--- config.mk ---
export PLATFORM = sky130hd
export DESIGN_NAME = alu_share_arb
export DESIGN_NICKNAME = d
export VERILOG_FILES = /design/src/rtl/alu_arb_pkg.sv /design/src/rtl/alu_share_arb_alu.sv /design/src/rtl/alu_share_arb_rr_arbiter.sv /design/src/rtl/alu_share_arb.sv
export SDC_FILE = /design/constraint.sdc
export NUM_CORES = 1
export LEC_CHECK = 0
export CORE_MARGIN = 5
export CORE_UTILIZATION = 48
export DETAILED_ROUTE_END_ITERATION = 12
export PLACE_DENSITY = 0.75
export SLEW_MARGIN = 10
export SYNTH_ARGS = -nofsm -noshare
export SYNTH_HDL_FRONTEND = slang
export SYNTH_SLANG_ARGS = --single-unit
--- constraint.sdc ---
create_clock -name clk -period 5 [get_ports clk]
set_clock_uncertainty 0.1 [all_clocks]
set_input_delay 0.75 -clock clk [delete_from_list [all_inputs] [get_ports clk]]
set_output_delay 0.75 -clock clk [all_outputs]
set_load 0.02 [all_outputs]
--- src/rtl/alu_arb_pkg.sv ---
// Shared opcode constants, issue payload type and counter helper for alu_share_arb.
package alu_arb_pkg;

    localparam logic [4:0] OP_RTYPE  = 5'b01100;
    localparam logic [4:0] OP_ITYPE  = 5'b00100;
    localparam logic [4:0] OP_LUI    = 5'b01101;
    localparam logic [4:0] OP_AUIPC  = 5'b00101;
    localparam logic [4:0] OP_LOAD   = 5'b00000;
    localparam logic [4:0] OP_STORE  = 5'b01000;
    localparam logic [4:0] OP_JAL    = 5'b11011;
    localparam logic [4:0] OP_JALR   = 5'b11001;
    localparam logic [4:0] OP_BRANCH = 5'b11000;

    typedef struct packed {
        logic [4:0]  opcode;
        logic [2:0]  func3;
        logic        func7;
        logic [31:0] op1;
        logic [31:0] op2;
    } alu_req_t;

    function automatic logic [31:0] sat_inc(input logic [31:0] v);
        return (v == 32'hFFFF_FFFF) ? v : v + 32'd1;
    endfunction

endpackage

--- src/rtl/alu_share_arb_alu.sv ---
// Combinational RV32I-style ALU: integer ops, address adds, link values, branch compares.
module alu
    import alu_arb_pkg::*;
(
    input  alu_req_t    req,
    output logic [31:0] result
);

    logic [31:0] sra_s;
    logic [31:0] srl_s;

    // Decode opcode/func3 into one 32-bit result; anything unrecognised yields zero
    always_comb begin
        sra_s  = $signed(req.op1) >>> req.op2[4:0];
        srl_s  = req.op1 >> req.op2[4:0];
        result = 32'd0;
        case (req.opcode)
            OP_RTYPE, OP_ITYPE: begin
                case (req.func3)
                    3'b000:  result = (req.opcode == OP_RTYPE && req.func7) ? req.op1 - req.op2
                                                                            : req.op1 + req.op2;
                    3'b001:  result = req.op1 << req.op2[4:0];
                    3'b010:  result = {31'd0, $signed(req.op1) < $signed(req.op2)};
                    3'b011:  result = {31'd0, req.op1 < req.op2};
                    3'b100:  result = req.op1 ^ req.op2;
                    3'b101:  result = req.func7 ? sra_s : srl_s;
                    3'b110:  result = req.op1 | req.op2;
                    3'b111:  result = req.op1 & req.op2;
                    default: result = 32'd0;
                endcase
            end
            OP_LUI:                      result = req.op2;
            OP_AUIPC, OP_LOAD, OP_STORE: result = req.op1 + req.op2;
            OP_JAL, OP_JALR:             result = req.op1 + 32'd4;
            OP_BRANCH: begin
                case (req.func3)
                    3'b000:  result = {31'd0, req.op1 == req.op2};
                    3'b001:  result = {31'd0, req.op1 != req.op2};
                    3'b100:  result = {31'd0, $signed(req.op1) < $signed(req.op2)};
                    3'b101:  result = {31'd0, $signed(req.op1) >= $signed(req.op2)};
                    3'b110:  result = {31'd0, req.op1 < req.op2};
                    3'b111:  result = {31'd0, req.op1 >= req.op2};
                    default: result = 32'd0;
                endcase
            end
            default: result = 32'd0;
        endcase
    end

endmodule

--- src/rtl/alu_share_arb_rr_arbiter.sv ---
// Round-robin arbiter: one-hot grant searched upward from rr_ptr; pointer moves past winner on advance.
module rr_arbiter #(
    parameter int N = 2
) (
    input  logic         clk,
    input  logic         rst_n,
    input  logic [N-1:0] req,
    input  logic         advance,
    output logic [N-1:0] grant
);

    localparam int PW = $clog2(N);

    logic [PW-1:0] rr_ptr_r;
    logic [PW-1:0] winner_s;
    logic [PW-1:0] next_ptr_s;
    logic [PW-1:0] idx_s;
    logic [PW:0]   sum_s;
    logic          found_s;
    logic          hit_s;

    // Wrap-around priority scan; first set request at or above rr_ptr wins
    always_comb begin
        grant    = '0;
        winner_s = '0;
        found_s  = 1'b0;
        hit_s    = 1'b0;
        sum_s    = '0;
        idx_s    = '0;
        for (int off = 0; off < N; off++) begin
            sum_s         = {1'b0, rr_ptr_r} + (PW+1)'(off);
            sum_s         = (sum_s >= (PW+1)'(N)) ? sum_s - (PW+1)'(N) : sum_s;
            idx_s         = sum_s[PW-1:0];
            hit_s         = !found_s && req[idx_s];
            grant[idx_s]  = grant[idx_s] | hit_s;
            winner_s      = hit_s ? idx_s : winner_s;
            found_s       = found_s | hit_s;
        end
    end

    assign next_ptr_s = (winner_s == PW'(N - 1)) ? '0 : winner_s + PW'(1);

    // Pointer register: only an accepted request moves priority on
    always_ff @(posedge clk or negedge rst_n) begin
        if (!rst_n) begin
            rr_ptr_r <= '0;
        end else if (advance) begin
            rr_ptr_r <= next_ptr_s;
        end else begin
            rr_ptr_r <= rr_ptr_r;
        end
    end

endmodule

--- src/rtl/alu_share_arb.sv ---
// One ALU shared by NUM_REQ requesters through a round-robin arbiter and a two-stage pipeline.
// Optional performance counters are enabled with `define ALU_SHARE_ARB_PERF_EN.
module alu_share_arb
    import alu_arb_pkg::*;
#(
    parameter int NUM_REQ = 2,
    parameter int ID_W    = 2
) (
    input  logic                  clk,
    input  logic                  rst_n,
    input  logic                  flush,
    input  logic [NUM_REQ-1:0]    req_valid,
    output logic [NUM_REQ-1:0]    req_ready,
    input  logic [NUM_REQ*5-1:0]  req_opcode,
    input  logic [NUM_REQ*3-1:0]  req_func3,
    input  logic [NUM_REQ-1:0]    req_func7,
    input  logic [NUM_REQ*32-1:0] req_op1,
    input  logic [NUM_REQ*32-1:0] req_op2,
    output logic                  rsp_valid,
    input  logic                  rsp_ready,
    output logic [ID_W-1:0]       rsp_id,
    output logic [31:0]           rsp_data
`ifdef ALU_SHARE_ARB_PERF_EN
    ,
    output logic [NUM_REQ*32-1:0] perf_grant_cnt,
    output logic [31:0]           perf_conflict_cnt,
    output logic [31:0]           perf_stall_cnt
`endif
);

    logic [NUM_REQ-1:0] grant_s;
    logic               s2_load_s;
    logic               s1_free_s;
    logic               accept_s;
    alu_req_t           sel_req_s;
    logic [ID_W-1:0]    sel_id_s;
    logic [31:0]        alu_result_s;

    logic               s1_valid_r;
    logic [ID_W-1:0]    s1_id_r;
    alu_req_t           s1_req_r;
    logic               rsp_valid_r;
    logic [ID_W-1:0]    rsp_id_r;
    logic [31:0]        rsp_data_r;

    assign s2_load_s = s1_valid_r && (!rsp_valid_r || rsp_ready);
    assign s1_free_s = !s1_valid_r || s2_load_s;
    // rst_n gates ready so nothing is accepted while reset is held
    assign req_ready = grant_s & {NUM_REQ{s1_free_s && !flush && rst_n}};
    assign accept_s  = |req_ready;

    rr_arbiter #(.N(NUM_REQ)) u_arb (
        .clk     (clk),
        .rst_n   (rst_n),
        .req     (req_valid),
        .advance (accept_s),
        .grant   (grant_s)
    );

    // AND-OR mux of the one-hot winner's request fields
    always_comb begin
        sel_req_s = '0;
        sel_id_s  = '0;
        for (int i = 0; i < NUM_REQ; i++) begin
            sel_req_s.opcode |= req_opcode[i*5 +: 5]  & {5{grant_s[i]}};
            sel_req_s.func3  |= req_func3[i*3 +: 3]   & {3{grant_s[i]}};
            sel_req_s.func7  |= req_func7[i]          & grant_s[i];
            sel_req_s.op1    |= req_op1[i*32 +: 32]   & {32{grant_s[i]}};
            sel_req_s.op2    |= req_op2[i*32 +: 32]   & {32{grant_s[i]}};
            sel_id_s         |= ID_W'(i)              & {ID_W{grant_s[i]}};
        end
    end

    alu u_alu (
        .req    (s1_req_r),
        .result (alu_result_s)
    );

    // Issue register: loads on accept, empties when its entry moves to S2
    always_ff @(posedge clk or negedge rst_n) begin
        if (!rst_n) begin
            s1_valid_r <= 1'b0;
            s1_id_r    <= '0;
            s1_req_r   <= '0;
        end else if (flush) begin
            s1_valid_r <= 1'b0;
        end else if (accept_s) begin
            s1_valid_r <= 1'b1;
            s1_id_r    <= sel_id_s;
            s1_req_r   <= sel_req_s;
        end else if (s2_load_s) begin
            s1_valid_r <= 1'b0;
        end else begin
            s1_valid_r <= s1_valid_r;
        end
    end

    // Response register: holds id/data stable while the consumer stalls
    always_ff @(posedge clk or negedge rst_n) begin
        if (!rst_n) begin
            rsp_valid_r <= 1'b0;
            rsp_id_r    <= '0;
            rsp_data_r  <= 32'd0;
        end else if (flush) begin
            rsp_valid_r <= 1'b0;
        end else if (s2_load_s) begin
            rsp_valid_r <= 1'b1;
            rsp_id_r    <= s1_id_r;
            rsp_data_r  <= alu_result_s;
        end else if (rsp_ready) begin
            rsp_valid_r <= 1'b0;
        end else begin
            rsp_valid_r <= rsp_valid_r;
        end
    end

    assign rsp_valid = rsp_valid_r;
    assign rsp_id    = rsp_id_r;
    assign rsp_data  = rsp_data_r;

`ifdef ALU_SHARE_ARB_PERF_EN
    logic multi_req_s;
    assign multi_req_s = $countones(req_valid) > 32'sd1;

    // Saturating event counters; only rst_n clears them
    always_ff @(posedge clk or negedge rst_n) begin
        if (!rst_n) begin
            perf_grant_cnt    <= '0;
            perf_conflict_cnt <= 32'd0;
            perf_stall_cnt    <= 32'd0;
        end else begin
            for (int i = 0; i < NUM_REQ; i++) begin
                perf_grant_cnt[i*32 +: 32] <= req_ready[i] ? sat_inc(perf_grant_cnt[i*32 +: 32])
                                                           : perf_grant_cnt[i*32 +: 32];
            end
            perf_conflict_cnt <= multi_req_s ? sat_inc(perf_conflict_cnt) : perf_conflict_cnt;
            perf_stall_cnt    <= (s1_valid_r && !s2_load_s) ? sat_inc(perf_stall_cnt) : perf_stall_cnt;
        end
    end
`endif

endmodule
==> flow_summary.toml <==
[status]
status = "finished, final reports clean"

[synth]
synth_compound_area_share_pct = 32.3
yosys_warnings = 0
syn-cell-area_sq_um = 14900
ys_seq_area_share_pct = 18.5
synth_edf_count = 0
synth-xor-area-share_pct = 4.64
ys_dominant_reg_cell = "dfrtp_1"
synthMuxAreaShare_pct = 11.6
synth_area_per_cell_sq_um = 7.63
synth_cell_types = 96
synthesis.nets = 2207
synth_top_family_by_area = "compound AO/OA/AOI/OAI gates"
async_flop_share_pct = 100
postSynthCellCount = 1955
ys_ff_latch = 110
synthSimpleGateAreaFrac_pct = 16.5
synthAdderAreaFrac_pct = 8.49

[layout]
final_common_cell = "o21ai_0"
most-common-layout-cells = "o21ai_0 (223), nand2_1 (212), nor2_1 (203), clkdlybuf4s50_1 (186), a21oi_1 (148)"
fin_nets = 2304
drive_gt1_share_pct = 9.63
syn_to_final_growth_pct = 16.7
num_antenna_cells = 0

[floorplan]
coreArea_sq_um = 30700
rows = 64
dieWidth_microns = 186
dieArea_sq_um = 34700
fp.dieH_microns = 186
ioPinCount = 189
initial_core_util_pct = 48.6

[setup_path]
r2r_end = "rsp_data[0]$_DFFE_PN0P_"
cpPeakStageDelay_ns = 0.72
cp.required_ns = 5.23
cp_max_fo = 15
r2r-start = "s1_req_r[41]$_DFFE_PN0P_"
start_kind = "register"
crit_type = "reg2reg"
arrival_ns = 4.39
worst_setup_path_end_kind = "register"
rrSetupSlack_ns = 0.84
crit_chain = "inv_1, ha_1, or4_4, nor4_1, nand4b_1, nor3_1, nand2_1, a21oi_1, o221a_2, o2111a_1, a31o_2, o2bb2ai_1"
worst_path_max_delay_cell = "dfrtp_1"
reg2regPathDepth = 12

[worst_hold_path]
hp-class = "reg2reg"
holdPathStages = 2
whs_endpoint = "rsp_id[0]$_DFFE_PN0P_"
hold_path.startpoint = "rsp_id[0]$_DFFE_PN0P_"

[power_and_ir_drop]
switching_share_pct = 55.1
p_sw_mw = 4.63
combPwrFrac_pct = 73.6
pwr_density_cell_nw_per_um2 = 483
intPower_mw = 3.77
leakage_nw = 6.99
clockPowerShare_pct = 9.3
seq_power_share_pct = 17.1
peakVddDrop_uv = 217

[sta]
period_share_pct = 83.2
worst_slew_pin_slew_ns = 1.02
rsz0062_at_grt = "false"
slew_violations = 0
worst_slack_ns = 0.838
fin_setup_tns_ns = 0
hold_viol = 0
max-slew-margin-rel_pct = 31.6
fmax_mhz = 240
finalCriticalPeriod_ns = 4.16
setup_viol = 0

[detailed_routing]
wl_per_cell_microns = 27.7
drc = 0
wl_mm = 68.0
ant_nets = 0
firstDrtPassIters = 6
viasPerCell = 6.84
first_iter_violations = 2681
num_vias = 16800

[grt]
grt_pass1_wl_mm = 101
track_usage_pct = 38.4
grt_max_degree = 76
grt_pass1_vias = 16000
antenna_found_initial = 0
grt_overflow = 0

[clock_tree]
cts_hold_buf = 0
cts_buffers = 9
cts_buffer_depth = 2
cts_tree = "yes"
postCtsSetupBuffers = 0
clk_latency_ns = 0.40
htree_levels = 3
clock_sinks = 110
clk_pin_slew_ns = 0.08
root_buffer = "clkbuf_16"
cts_resized = 0

[place]
post-place-ws_ns = 0.948
gp_congestion = 1.04
hpwl_mm = 51.0
portBuffers = 187

[job]
maxCapViolations = 0
-- registers in the layout, indices dropped and copies added (netlist names), named ones only --
name,count
s1_req_r,73
rsp_data,32
rsp_id,1
rsp_valid,1
s1_id_r,1
s1_valid_r,1
-- cells in the mapped netlist, types with 15 or more instances --
cell      instances  share of area [%]
a222oi_1         21                1.4
ha_1             98                8.2
nand3_1          19               0.64
buf_2            25               0.84
dfrtp_1         110                 18
o21bai_1         15               0.76
xnor2_1          70                4.1
buf_4            22                1.1
a211oi_1         19               0.96
a22oi_1          88                4.4
mux4_2           48                7.3
o221ai_1         17                1.0
nand2_1         212                5.3
clkbuf_1        106                2.7
a21oi_1         148                5.0
nor2_1          205                5.2
a31oi_1          15               0.63
o21ai_0         224                7.5
buf_1            18               0.45
mux2i_1          57                3.8
nand2b_1         15               0.63
a221oi_1         20                1.2
o211ai_1         37                1.9
inv_1            93                2.3
nor3_1           32                1.1
-- how the worst max path moves through the flow --
| stage | slack [ns] | from | depth (start not counted) | end |
|---|---|---|---|---|
| after floorplan | 0.94 | s1_req_r[3]$_DFFE_PN0P_ | 16 | rsp_data[26]$_DFFE_PN0P_ |
| after global placement | 1.06 | s1_req_r[41]$_DFFE_PN0P_ | 11 | rsp_data[29]$_DFFE_PN0P_ |
| after detailed placement | 0.95 | s1_req_r[41]$_DFFE_PN0P_ | 12 | rsp_data[0]$_DFFE_PN0P_ |
| after CTS | 0.94 | s1_req_r[41]$_DFFE_PN0P_ | 12 | rsp_data[0]$_DFFE_PN0P_ |
| after global routing | 0.76 | s1_req_r[41]$_DFFE_PN0P_ | 12 | rsp_data[0]$_DFFE_PN0P_ |
| final | 0.84 | s1_req_r[41]$_DFFE_PN0P_ | 12 | rsp_data[0]$_DFFE_PN0P_ |
-- power by group through the flow --
| stage | Sequential, mW | Combinational [mW] | Clock, mW |
|---|---|---|---|
| after floorplan | 1.39 | 4.08 | 0 |
| after global placement | 1.43 | 5.94 | 0 |
| after CTS | 1.43 | 5.98 | 0.802 |
| final | 1.44 | 6.18 | 0.784 |
| after global routing | 1.46 | 6.56 | 0.829 |
| after detailed placement | 1.44 | 5.95 | 0 |
-- metal layers --
metal / wire length (microns) / global-route usage (%) / up-vias
li1: - / - / 7381
met1: 27000 / 50.2 / 7976
met2: 29900 / 59.5 / 1132
met3: 6850 / 8.21 / 279
met4: 4280 / 20.7 / 0
met5: 0 / 0 / -
-- layout make-up --
class / instances / area [sq um]
fill: 2903 / 13300
timing repair buffer: 262 / 2440
multi-input combinational: 1568 / 11000
clock inverter: 6 / 70.1
inverter: 101 / 379
clock buffer: 10 / 229
sequential: 110 / 2760
tap: 396 / 495
-- critical path: cells and delay by family, from the launching register on --
kind	cells	cell delay, ns
and+or+nand+nor	5	1.80
adders and majority gates	1	0.50
DFF	1	0.72
AOI/OAI and AO/OA	5	0.83
buffers and inverters	1	0.14
-- through the flow --
| step | cells | util, % | hold WS, ns | instance area (sq um) | total power [mW] |
|---|---|---|---|---|---|
| global route | 2453 | 56.7 | 0.410 | 17400 | 8.85 |
| detailed placement | 2437 | 55.7 | 0.377 | 17100 | 7.39 |
| global placement | 2437 | 55.7 | 0.364 | 17100 | 7.38 |
| finish | 2453 | 56.7 | 0.394 | 17400 | 8.40 |
| CTS | 2453 | 56.7 | 0.393 | 17400 | 8.21 |
| floorplan | 1955 | - | 0.354 | 14900 | 5.46 |
-- logic make-up after synthesis --
family | count (synthesis)
flops | 110
other cells | 1
compound gates | 718
buf+inv | 277
fa+ha+maj | 100
simple gates | 558
xor+xnor | 79
mux | 112
No activity file was read; power rests on OpenSTA's default activity.
